[src/rtl/fetch_unit_pkg.sv]
// rtl/fetch_unit_pkg.sv - shared types, opcode constants and helpers for the fetch front-end
// Contents:
//   inst_format_t  format class handed to decode for immediate generation
//   OPC_*          RV32 major opcodes recognised by the classifier
//   sat_add32      32-bit add that clamps at all-ones
package fetch_unit_pkg;

  typedef enum logic [2:0] {
    R_TYPE = 3'd0,
    I_TYPE = 3'd1,
    S_TYPE = 3'd2,
    B_TYPE = 3'd3,
    U_TYPE = 3'd4,
    J_TYPE = 3'd5
  } inst_format_t;

  localparam logic [6:0] OPC_OP_IMM = 7'b0010011;
  localparam logic [6:0] OPC_LOAD   = 7'b0000011;
  localparam logic [6:0] OPC_JALR   = 7'b1100111;
  localparam logic [6:0] OPC_SYSTEM = 7'b1110011;
  localparam logic [6:0] OPC_FENCE  = 7'b0001111;
  localparam logic [6:0] OPC_STORE  = 7'b0100011;
  localparam logic [6:0] OPC_BRANCH = 7'b1100011;
  localparam logic [6:0] OPC_LUI    = 7'b0110111;
  localparam logic [6:0] OPC_AUIPC  = 7'b0010111;
  localparam logic [6:0] OPC_JAL    = 7'b1101111;
  localparam logic [6:0] OPC_OP     = 7'b0110011;

  function automatic logic [31:0] sat_add32(input logic [31:0] a, input logic [31:0] b);
    logic [32:0] s;
    s = {1'b0, a} + {1'b0, b};
    return s[32] ? 32'hFFFF_FFFF : s[31:0];
  endfunction

endpackage

[src/rtl/fetch_unit_if.sv]
// rtl/fetch_unit_if.sv - instruction-memory and decode handshake bundle of the fetch unit
// Signals:
//   imem_req_valid/imem_req_ready/imem_addr  request channel to instruction memory
//   imem_rsp_valid/imem_rsp_data             in-order response channel (no backpressure)
//   id_valid/id_ready/id_pc/id_instruction/id_inst_fmt/id_illegal  decode channel
// Modports: master = fetch unit side, slave = memory + decode side
interface fetch_unit_if;
  import fetch_unit_pkg::*;

  logic         imem_req_valid;
  logic         imem_req_ready;
  logic [31:0]  imem_addr;
  logic         imem_rsp_valid;
  logic [31:0]  imem_rsp_data;
  logic         id_valid;
  logic         id_ready;
  logic [31:0]  id_pc;
  logic [31:0]  id_instruction;
  inst_format_t id_inst_fmt;
  logic         id_illegal;

  modport master (
    output imem_req_valid, imem_addr,
    input  imem_req_ready, imem_rsp_valid, imem_rsp_data,
    output id_valid, id_pc, id_instruction, id_inst_fmt, id_illegal,
    input  id_ready
  );

  modport slave (
    input  imem_req_valid, imem_addr,
    output imem_req_ready, imem_rsp_valid, imem_rsp_data,
    input  id_valid, id_pc, id_instruction, id_inst_fmt, id_illegal,
    output id_ready
  );
endinterface

[src/rtl/fetch_fifo.sv]
// rtl/fetch_fifo.sv - synchronous first-word-fall-through FIFO with single-cycle flush
// Ports:
//   clk, rst_n        clock, asynchronous active-low reset
//   flush             empties the FIFO; a push in the same cycle is discarded
//   push, push_data   write request (accepted when not full, or full and popping)
//   pop               read request (ignored when empty)
//   head              oldest entry, valid while !empty
//   empty, count      occupancy status
module fetch_fifo #(
  parameter int DEPTH = 4,
  parameter int WIDTH = 32
) (
  input  logic                     clk,
  input  logic                     rst_n,
  input  logic                     flush,
  input  logic                     push,
  input  logic [WIDTH-1:0]         push_data,
  input  logic                     pop,
  output logic [WIDTH-1:0]         head,
  output logic                     empty,
  output logic [$clog2(DEPTH):0]   count
);
  localparam int AW = $clog2(DEPTH);

  logic [WIDTH-1:0] mem [DEPTH];
  logic [AW-1:0]    wr_ptr;
  logic [AW-1:0]    rd_ptr;
  logic             full;
  logic             do_push;
  logic             do_pop;

  assign empty   = (count == '0);
  assign full    = (count == (AW+1)'(DEPTH));
  assign do_pop  = pop && !empty;
  // A full FIFO can still take a push when the head leaves in the same cycle.
  assign do_push = push && (!full || do_pop);
  assign head    = mem[rd_ptr];

  always_ff @(posedge clk or negedge rst_n) begin
    if (!rst_n) begin
      wr_ptr <= '0;
      rd_ptr <= '0;
      count  <= '0;
    end else if (flush) begin
      wr_ptr <= '0;
      rd_ptr <= '0;
      count  <= '0;
    end else begin
      if (do_push) wr_ptr <= wr_ptr + 1'b1;
      if (do_pop)  rd_ptr <= rd_ptr + 1'b1;
      case ({do_push, do_pop})
        2'b10:   count <= count + 1'b1;
        2'b01:   count <= count - 1'b1;
        default: count <= count;
      endcase
    end
  end

  // Storage needs no reset: entries are only read once written.
  always_ff @(posedge clk) begin
    if (do_push && !flush) mem[wr_ptr] <= push_data;
  end
endmodule

[src/rtl/fetch_unit.sv]
// rtl/fetch_unit.sv - instruction fetch front-end: sequential PC, credit-limited requests, FWFT response buffer
// Ports:
//   clk, rst_n                  clock, asynchronous active-low reset
//   redirect_valid, redirect_pc flush everything and restart at redirect_pc (low bits forced to 0)
//   bus (fetch_unit_if.master)  imem request/response and decode handshake
//   perf_fetched, perf_flushed  saturating event counters
// Build option: FETCH_PERF_CNT_EN enables the perf counters; otherwise they read 0.
module fetch_unit
  import fetch_unit_pkg::*;
#(
  parameter logic [31:0] RESET_PC   = 32'h0000_0000,
  parameter int          FIFO_DEPTH = 4
) (
  input  logic                clk,
  input  logic                rst_n,
  input  logic                redirect_valid,
  input  logic [31:0]         redirect_pc,
  fetch_unit_if.master        bus,
  output logic [31:0]         perf_fetched,
  output logic [31:0]         perf_flushed
);
  localparam int CW = $clog2(FIFO_DEPTH) + 1;

  logic [31:0]   pc;
  logic          run_q;
  logic [CW-1:0] drop_cnt;

  logic [31:0]   pcq_head;
  logic          pcq_empty;
  logic [CW-1:0] pcq_count;
  logic [63:0]   rsp_head;
  logic          rsp_empty;
  logic [CW-1:0] rsp_count;

  logic          req_fire;
  logic          rsp_drop;
  logic          rsp_keep;
  logic          pcq_pop;
  logic          id_fire;
  logic [CW:0]   in_use;

  // Every slot is spoken for from request accept until decode takes it:
  // requests still owed a discard, in-flight requests, and buffered responses.
  assign in_use = {1'b0, drop_cnt} + {1'b0, pcq_count} + {1'b0, rsp_count};

  // run_q keeps the request line low while reset is held and on the release cycle.
  assign bus.imem_req_valid = run_q && !redirect_valid && (in_use < (CW+1)'(FIFO_DEPTH));
  assign bus.imem_addr      = pc;

  assign req_fire = bus.imem_req_valid && bus.imem_req_ready;
  assign rsp_drop = bus.imem_rsp_valid && (redirect_valid || (drop_cnt != '0));
  assign rsp_keep = bus.imem_rsp_valid && !rsp_drop;
  // Stale responses never had their PC kept, so only live ones pop the PC queue.
  assign pcq_pop  = bus.imem_rsp_valid && (drop_cnt == '0) && !pcq_empty;
  assign id_fire  = bus.id_valid && bus.id_ready && !redirect_valid;

  always_ff @(posedge clk or negedge rst_n) begin
    if (!rst_n) begin
      pc       <= RESET_PC;
      run_q    <= 1'b0;
      drop_cnt <= '0;
    end else begin
      run_q <= 1'b1;
      if (redirect_valid) begin
        pc       <= redirect_pc & 32'hFFFF_FFFC;
        // Everything still in flight becomes garbage; a response arriving now is
        // already being discarded, so it leaves the tally.
        drop_cnt <= drop_cnt + pcq_count - CW'(bus.imem_rsp_valid);
      end else begin
        if (req_fire) pc <= pc + 32'd4;
        if (bus.imem_rsp_valid && (drop_cnt != '0)) drop_cnt <= drop_cnt - 1'b1;
      end
    end
  end

  fetch_fifo #(.DEPTH(FIFO_DEPTH), .WIDTH(32)) u_pc_queue (
    .clk       (clk),
    .rst_n     (rst_n),
    .flush     (redirect_valid),
    .push      (req_fire),
    .push_data (pc),
    .pop       (pcq_pop),
    .head      (pcq_head),
    .empty     (pcq_empty),
    .count     (pcq_count)
  );

  fetch_fifo #(.DEPTH(FIFO_DEPTH), .WIDTH(64)) u_rsp_buf (
    .clk       (clk),
    .rst_n     (rst_n),
    .flush     (redirect_valid),
    .push      (rsp_keep),
    .push_data ({pcq_head, bus.imem_rsp_data}),
    .pop       (id_fire),
    .head      (rsp_head),
    .empty     (rsp_empty),
    .count     (rsp_count)
  );

  assign bus.id_valid       = !rsp_empty;
  assign bus.id_pc          = rsp_empty ? 32'h0 : rsp_head[63:32];
  assign bus.id_instruction = rsp_empty ? 32'h0 : rsp_head[31:0];

  inst_format_t fmt;
  logic         known;

  always_comb begin
    fmt   = R_TYPE;
    known = 1'b1;
    case (bus.id_instruction[6:0])
      OPC_OP_IMM, OPC_LOAD, OPC_JALR, OPC_SYSTEM, OPC_FENCE: fmt = I_TYPE;
      OPC_STORE:            fmt = S_TYPE;
      OPC_BRANCH:           fmt = B_TYPE;
      OPC_LUI, OPC_AUIPC:   fmt = U_TYPE;
      OPC_JAL:              fmt = J_TYPE;
      OPC_OP:               fmt = R_TYPE;
      default:              known = 1'b0;
    endcase
  end

  assign bus.id_inst_fmt = fmt;
  assign bus.id_illegal  = bus.id_valid && !known;

`ifdef FETCH_PERF_CNT_EN
  logic [31:0] fetched_q;
  logic [31:0] flushed_q;
  logic [31:0] flush_inc;

  // A redirect throws away the whole buffer plus any response landing that cycle.
  assign flush_inc = (redirect_valid ? 32'(rsp_count) : 32'h0) + 32'(rsp_drop);

  always_ff @(posedge clk or negedge rst_n) begin
    if (!rst_n) begin
      fetched_q <= 32'h0;
      flushed_q <= 32'h0;
    end else begin
      fetched_q <= sat_add32(fetched_q, 32'(id_fire));
      flushed_q <= sat_add32(flushed_q, flush_inc);
    end
  end

  assign perf_fetched = fetched_q;
  assign perf_flushed = flushed_q;
`else
  assign perf_fetched = 32'h0;
  assign perf_flushed = 32'h0;
`endif
endmodule
[src/flat_wrapper.sv]
// flat-port wrapper written by rule: the top's interface ports become plain ports
module fetch_unit_flat import fetch_unit_pkg::*;
#(
  parameter logic [31:0] RESET_PC   = 32'h0000_0000,
  parameter int          FIFO_DEPTH = 4
)
  (clk, rst_n, redirect_valid, redirect_pc, perf_fetched, perf_flushed, bus_imem_req_valid, bus_imem_addr, bus_imem_req_ready, bus_imem_rsp_valid, bus_imem_rsp_data, bus_id_valid, bus_id_pc, bus_id_instruction, bus_id_inst_fmt, bus_id_illegal, bus_id_ready);
  fetch_unit_if bus_i ();
  input  logic clk;
  input  logic rst_n;
  input  logic redirect_valid;
  input  logic [31:0] redirect_pc;
  output logic [31:0] perf_fetched;
  output logic [31:0] perf_flushed;
  output wire logic [$bits(bus_i.imem_req_valid)-1:0] bus_imem_req_valid;
  output wire logic [$bits(bus_i.imem_addr)-1:0] bus_imem_addr;
  input wire logic [$bits(bus_i.imem_req_ready)-1:0] bus_imem_req_ready;
  input wire logic [$bits(bus_i.imem_rsp_valid)-1:0] bus_imem_rsp_valid;
  input wire logic [$bits(bus_i.imem_rsp_data)-1:0] bus_imem_rsp_data;
  output wire logic [$bits(bus_i.id_valid)-1:0] bus_id_valid;
  output wire logic [$bits(bus_i.id_pc)-1:0] bus_id_pc;
  output wire logic [$bits(bus_i.id_instruction)-1:0] bus_id_instruction;
  output wire logic [$bits(bus_i.id_inst_fmt)-1:0] bus_id_inst_fmt;
  output wire logic [$bits(bus_i.id_illegal)-1:0] bus_id_illegal;
  input wire logic [$bits(bus_i.id_ready)-1:0] bus_id_ready;
  assign bus_imem_req_valid = bus_i.imem_req_valid;
  assign bus_imem_addr = bus_i.imem_addr;
  assign bus_i.imem_req_ready = bus_imem_req_ready;
  assign bus_i.imem_rsp_valid = bus_imem_rsp_valid;
  assign bus_i.imem_rsp_data = bus_imem_rsp_data;
  assign bus_id_valid = bus_i.id_valid;
  assign bus_id_pc = bus_i.id_pc;
  assign bus_id_instruction = bus_i.id_instruction;
  assign bus_id_inst_fmt = bus_i.id_inst_fmt;
  assign bus_id_illegal = bus_i.id_illegal;
  assign bus_i.id_ready = bus_id_ready;
  fetch_unit #(.RESET_PC(RESET_PC), .FIFO_DEPTH(FIFO_DEPTH)) u_core (.clk(clk), .rst_n(rst_n), .redirect_valid(redirect_valid), .redirect_pc(redirect_pc), .bus(bus_i), .perf_fetched(perf_fetched), .perf_flushed(perf_flushed));
endmodule
[config.mk]
export PLATFORM = sky130hd
export DESIGN_NAME = fetch_unit_flat
export DESIGN_NICKNAME = d
export VERILOG_FILES = /design/src/rtl/fetch_unit_pkg.sv /design/src/rtl/fetch_unit_if.sv /design/src/rtl/fetch_fifo.sv /design/src/rtl/fetch_unit.sv /design/src/flat_wrapper.sv
export SDC_FILE = /design/constraint.sdc
export NUM_CORES = 1
export LEC_CHECK = 0
export CORE_ASPECT_RATIO = 0.8
export CORE_MARGIN = 3
export CORE_UTILIZATION = 55
export DETAILED_ROUTE_END_ITERATION = 7
export GPL_ROUTABILITY_DRIVEN = 0
export PLACE_DENSITY = 0.8
export SKIP_LAST_GASP = 1
export SYNTH_ARGS = -nofsm -noshare
export SYNTH_HDL_FRONTEND = slang
export SYNTH_SLANG_ARGS = --single-unit
[constraint.sdc]
create_clock -name clk -period 5 [get_ports clk]
set_input_delay 1.5 -clock clk [delete_from_list [all_inputs] [get_ports clk]]
set_output_delay 1.5 -clock clk [all_outputs]
set_load 0.05 [all_outputs]
==> results.cfg <==
[timing]
finClkSkew_ns = 0.02334
rsz0062_at_grt = no
fmax_mhz = 208.2
fin_crit_ns = 4.804
min_period_over_period_pct = 96.08
setup_violations = 0
final_max_slew_viol_count = 0
finalHoldViolations = 0
relSlewSlack_pct = 42.40
setup_tns_ns = 0
worst_slew_pin_slew_ns = 0.8640

[layout]
area_growth_pct = 19.29
instances_no_fill = 1643
diodes = 0
layout.nets = 1292
fillers = 1974
most-common-layout-cells = 368 x edfxtp_1, 158 x clkdlybuf4s50_1, 90 x mux4_2, 69 x conb_1, 66 x and2_1
drive_above_1_share_pct = 15.93
final_common_cell = edfxtp_1

[critical_path]
arrival_ns = 3.30
start_kind = register
end_kind = output pin
regToRegSetupSlack_ns = 0.86
r2r_end = u_core.u_pc_queue.count[2]$_DFFE_PN0P_
reg2reg_depth = 12
worstSetupPathType = register to output pin
r2r_start = u_core.u_rsp_buf.count[1]$_DFFE_PN0P_
crit_required_ns = 3.50
worstPathMaxFanout = 55

[detailed_routing]
drc = 0
wl_per_cell_um = 22.33
routed_wl_um = 36680
drt_iter0_markers = 974
drt_pre_antenna_iters = 6
vias = 9589
final_antenna_net_count = 0
post_drt_via_cell_ratio = 5.836

[global_route]
grtUsageTotal_pct = 21.72
antenna_found_initial = 1
grt_pass1_wl_um = 56500
grt-ovfl-total = 0
grt_pass1_vias = 9748
grt_max_degree = 64

[power_and_ir_drop]
pwr_density_cell_mw_per_mm2 = 411.7
leakagePower_nw = 6.913
irDropWorstVdd_mv = 0.2472
power_mw = 8.599

[synth]
ys_types = 58
seq_area_frac_synth_pct = 69.97
ys_ff_latch = 416
synth_edf_count = 368
avgSynthCellArea_um2 = 17.22
netlist_instances = 1017
synth_area_mm2 = 0.01751
synth_ff_type = edfxtp_1
yosys_warnings = 0
synthArstFlopShare_pct = 11.54

[placement]
dp_cells = 1571
io_buffers = 165
dp_hpwl_um = 22760

[floorplan]
die-area_mm2 = 0.03403
rows = 57
io_pins = 236
dieHeight_um = 165.6
start_util_pct = 56.70
coreArea_mm2 = 0.03088
chipWidth_um = 205.5

[clock_tree]
clock_latency_ns = 0.53
cts_root_buffer = clkbuf_16
hold_buffers = 0
clockBufferDepth = 3
cts_buffers = 40
clk_pin_slew_ns = 0.06
h-tree-depth = 2
cts_tree = yes
clock_sinks = 416

[status]
status = finished, final reports clean

[min_path]
min_path_cells = 1
hold_class = register to register
holdPathEnd = u_core.drop_cnt[2]$_DFFE_PN0P_
hp-start = u_core.drop_cnt[2]$_DFFE_PN0P_

[job]
max-cap-violations = 0
[stage by stage]
| step | worst slack, ns | hold WS, ns | util [%] | area, um^2 |
|---|---|---|---|---|
| CTS | 0.001856 | 0.5726 | 67.57 | 20870 |
| global route | 0.03241 | 0.6070 | 67.64 | 20890 |
| global placement | 0.5039 | 0.5317 | 63.26 | 19540 |
| floorplan | 0.1788 | 0.5033 | - | 17760 |
| detailed placement | 0.5188 | 0.5441 | 63.26 | 19540 |
| finish | 0.1959 | 0.5639 | 67.64 | 20890 |
[worst max-delay path, cell delays in order, from the launching register on]
cell	delay, ns
dfrtp_4	0.92
mux2i_1	0.34
nor3_1	0.07
o21ai_1	0.44
nor3_1	0.13
nor4_1	0.55
buf_12	0.21
[power breakdown]
group          total (mW)  internal (mW)  switching [mW]
Clock                3.03           1.81            1.23
Sequential           4.11           3.95           0.161
Combinational        1.45          0.517           0.935
Total                8.60           6.28            2.32
[kinds of logic (layout without fill, tap and decap cells)]
group | after synthesis | count (layout) | synth area share [%]
and+or+nand+nor | 219 | 219 | 6.731
muxes | 98 | 98 | 12.04
AOI/OAI and AO/OA | 108 | 108 | 4.344
other | 2 | 69 | 0.04289
buffers and inverters | 141 | 287 | 4.516
DFF | 416 | 416 | 69.97
xor gates and xnor gates | 12 | 12 | 0.6003
adders and majority gates | 21 | 21 | 1.758
[per-layer routing]
metal / GRT usage [%] / vias up / share of wire, %
li1: - / 4208 / -
met1: 31.11 / 4901 / 42
met2: 35.19 / 414 / 48
met3: 4.115 / 64 / 7.4
met4: 5.340 / 2 / 2.3
met5: 0 / - / 0.035
[state kept, by name (all words and copies together), names as in the netlist]
register	count
u_core.u_rsp_buf.rd_ptr	2
u_core.u_pc_queue.wr_ptr	2
u_core.u_pc_queue.rd_ptr	2
u_core.bus.imem_addr	30
u_core.u_rsp_buf.count	3
u_core.u_pc_queue.count	3
u_core.u_rsp_buf.wr_ptr	2
u_core.u_pc_queue.mem	120
u_core.run_q	1
u_core.drop_cnt	3
u_core.u_rsp_buf.mem	248
[synth_stat cells (9+ instances only)]
cell	count	area [um^2]
a221o_1	9	90.09
a21oi_1	13	65.06
edfxtp_1	368	11050
buf_1	15	56.30
nor2_1	27	101.4
dfrtp_1	48	1201
clkbuf_1	28	105.1
and2_1	70	437.9
nand3_1	18	90.09
mux4_2	90	2027
o311ai_0	15	131.4
buf_4	68	510.5
nor3_1	9	45.04
inv_1	24	90.09
nand2_1	50	187.7
ha_1	15	187.7
o21ai_0	29	145.1
xnor2_1	9	78.83
[what timing repair did]
item                                    4_1_cts  5_1_grt
pin swaps                                     0        0
setup buffers                                 0        1
hold endpoints to repair                      0        0
resized for setup                             1        2
endpoints found under the setup margin        1        5
[worst max path at each step]
stage	from	endpoint	cells after the start
detailed placement	u_core.u_rsp_buf.count[1]$_DFFE_PN0P_	bus_imem_req_valid	7
floorplan	u_core.u_rsp_buf.rd_ptr[0]$_DFFE_PN0P_	bus_id_illegal	6
global placement	u_core.u_rsp_buf.count[1]$_DFFE_PN0P_	bus_imem_req_valid	7
finish	u_core.u_rsp_buf.rd_ptr[1]$_DFFE_PN0P_	bus_id_illegal	6
CTS	u_core.u_rsp_buf.count[2]$_DFFE_PN0P_	bus_id_inst_fmt[0]	7
global route	u_core.u_rsp_buf.rd_ptr[1]$_DFFE_PN0P_	bus_id_illegal	6
[cell type report]
type	instances	area [um^2]	area share, %
inverters	25	96.34	0.4612
clock inverters	21	242.7	1.162
repair buffers	191	1951	9.338
multi-input cells	527	4731	22.65
flip-flops and latches	416	12260	58.70
clock buffers	50	1090	5.217
well taps	413	516.7	2.474
(Power assumes the default switching activity.)
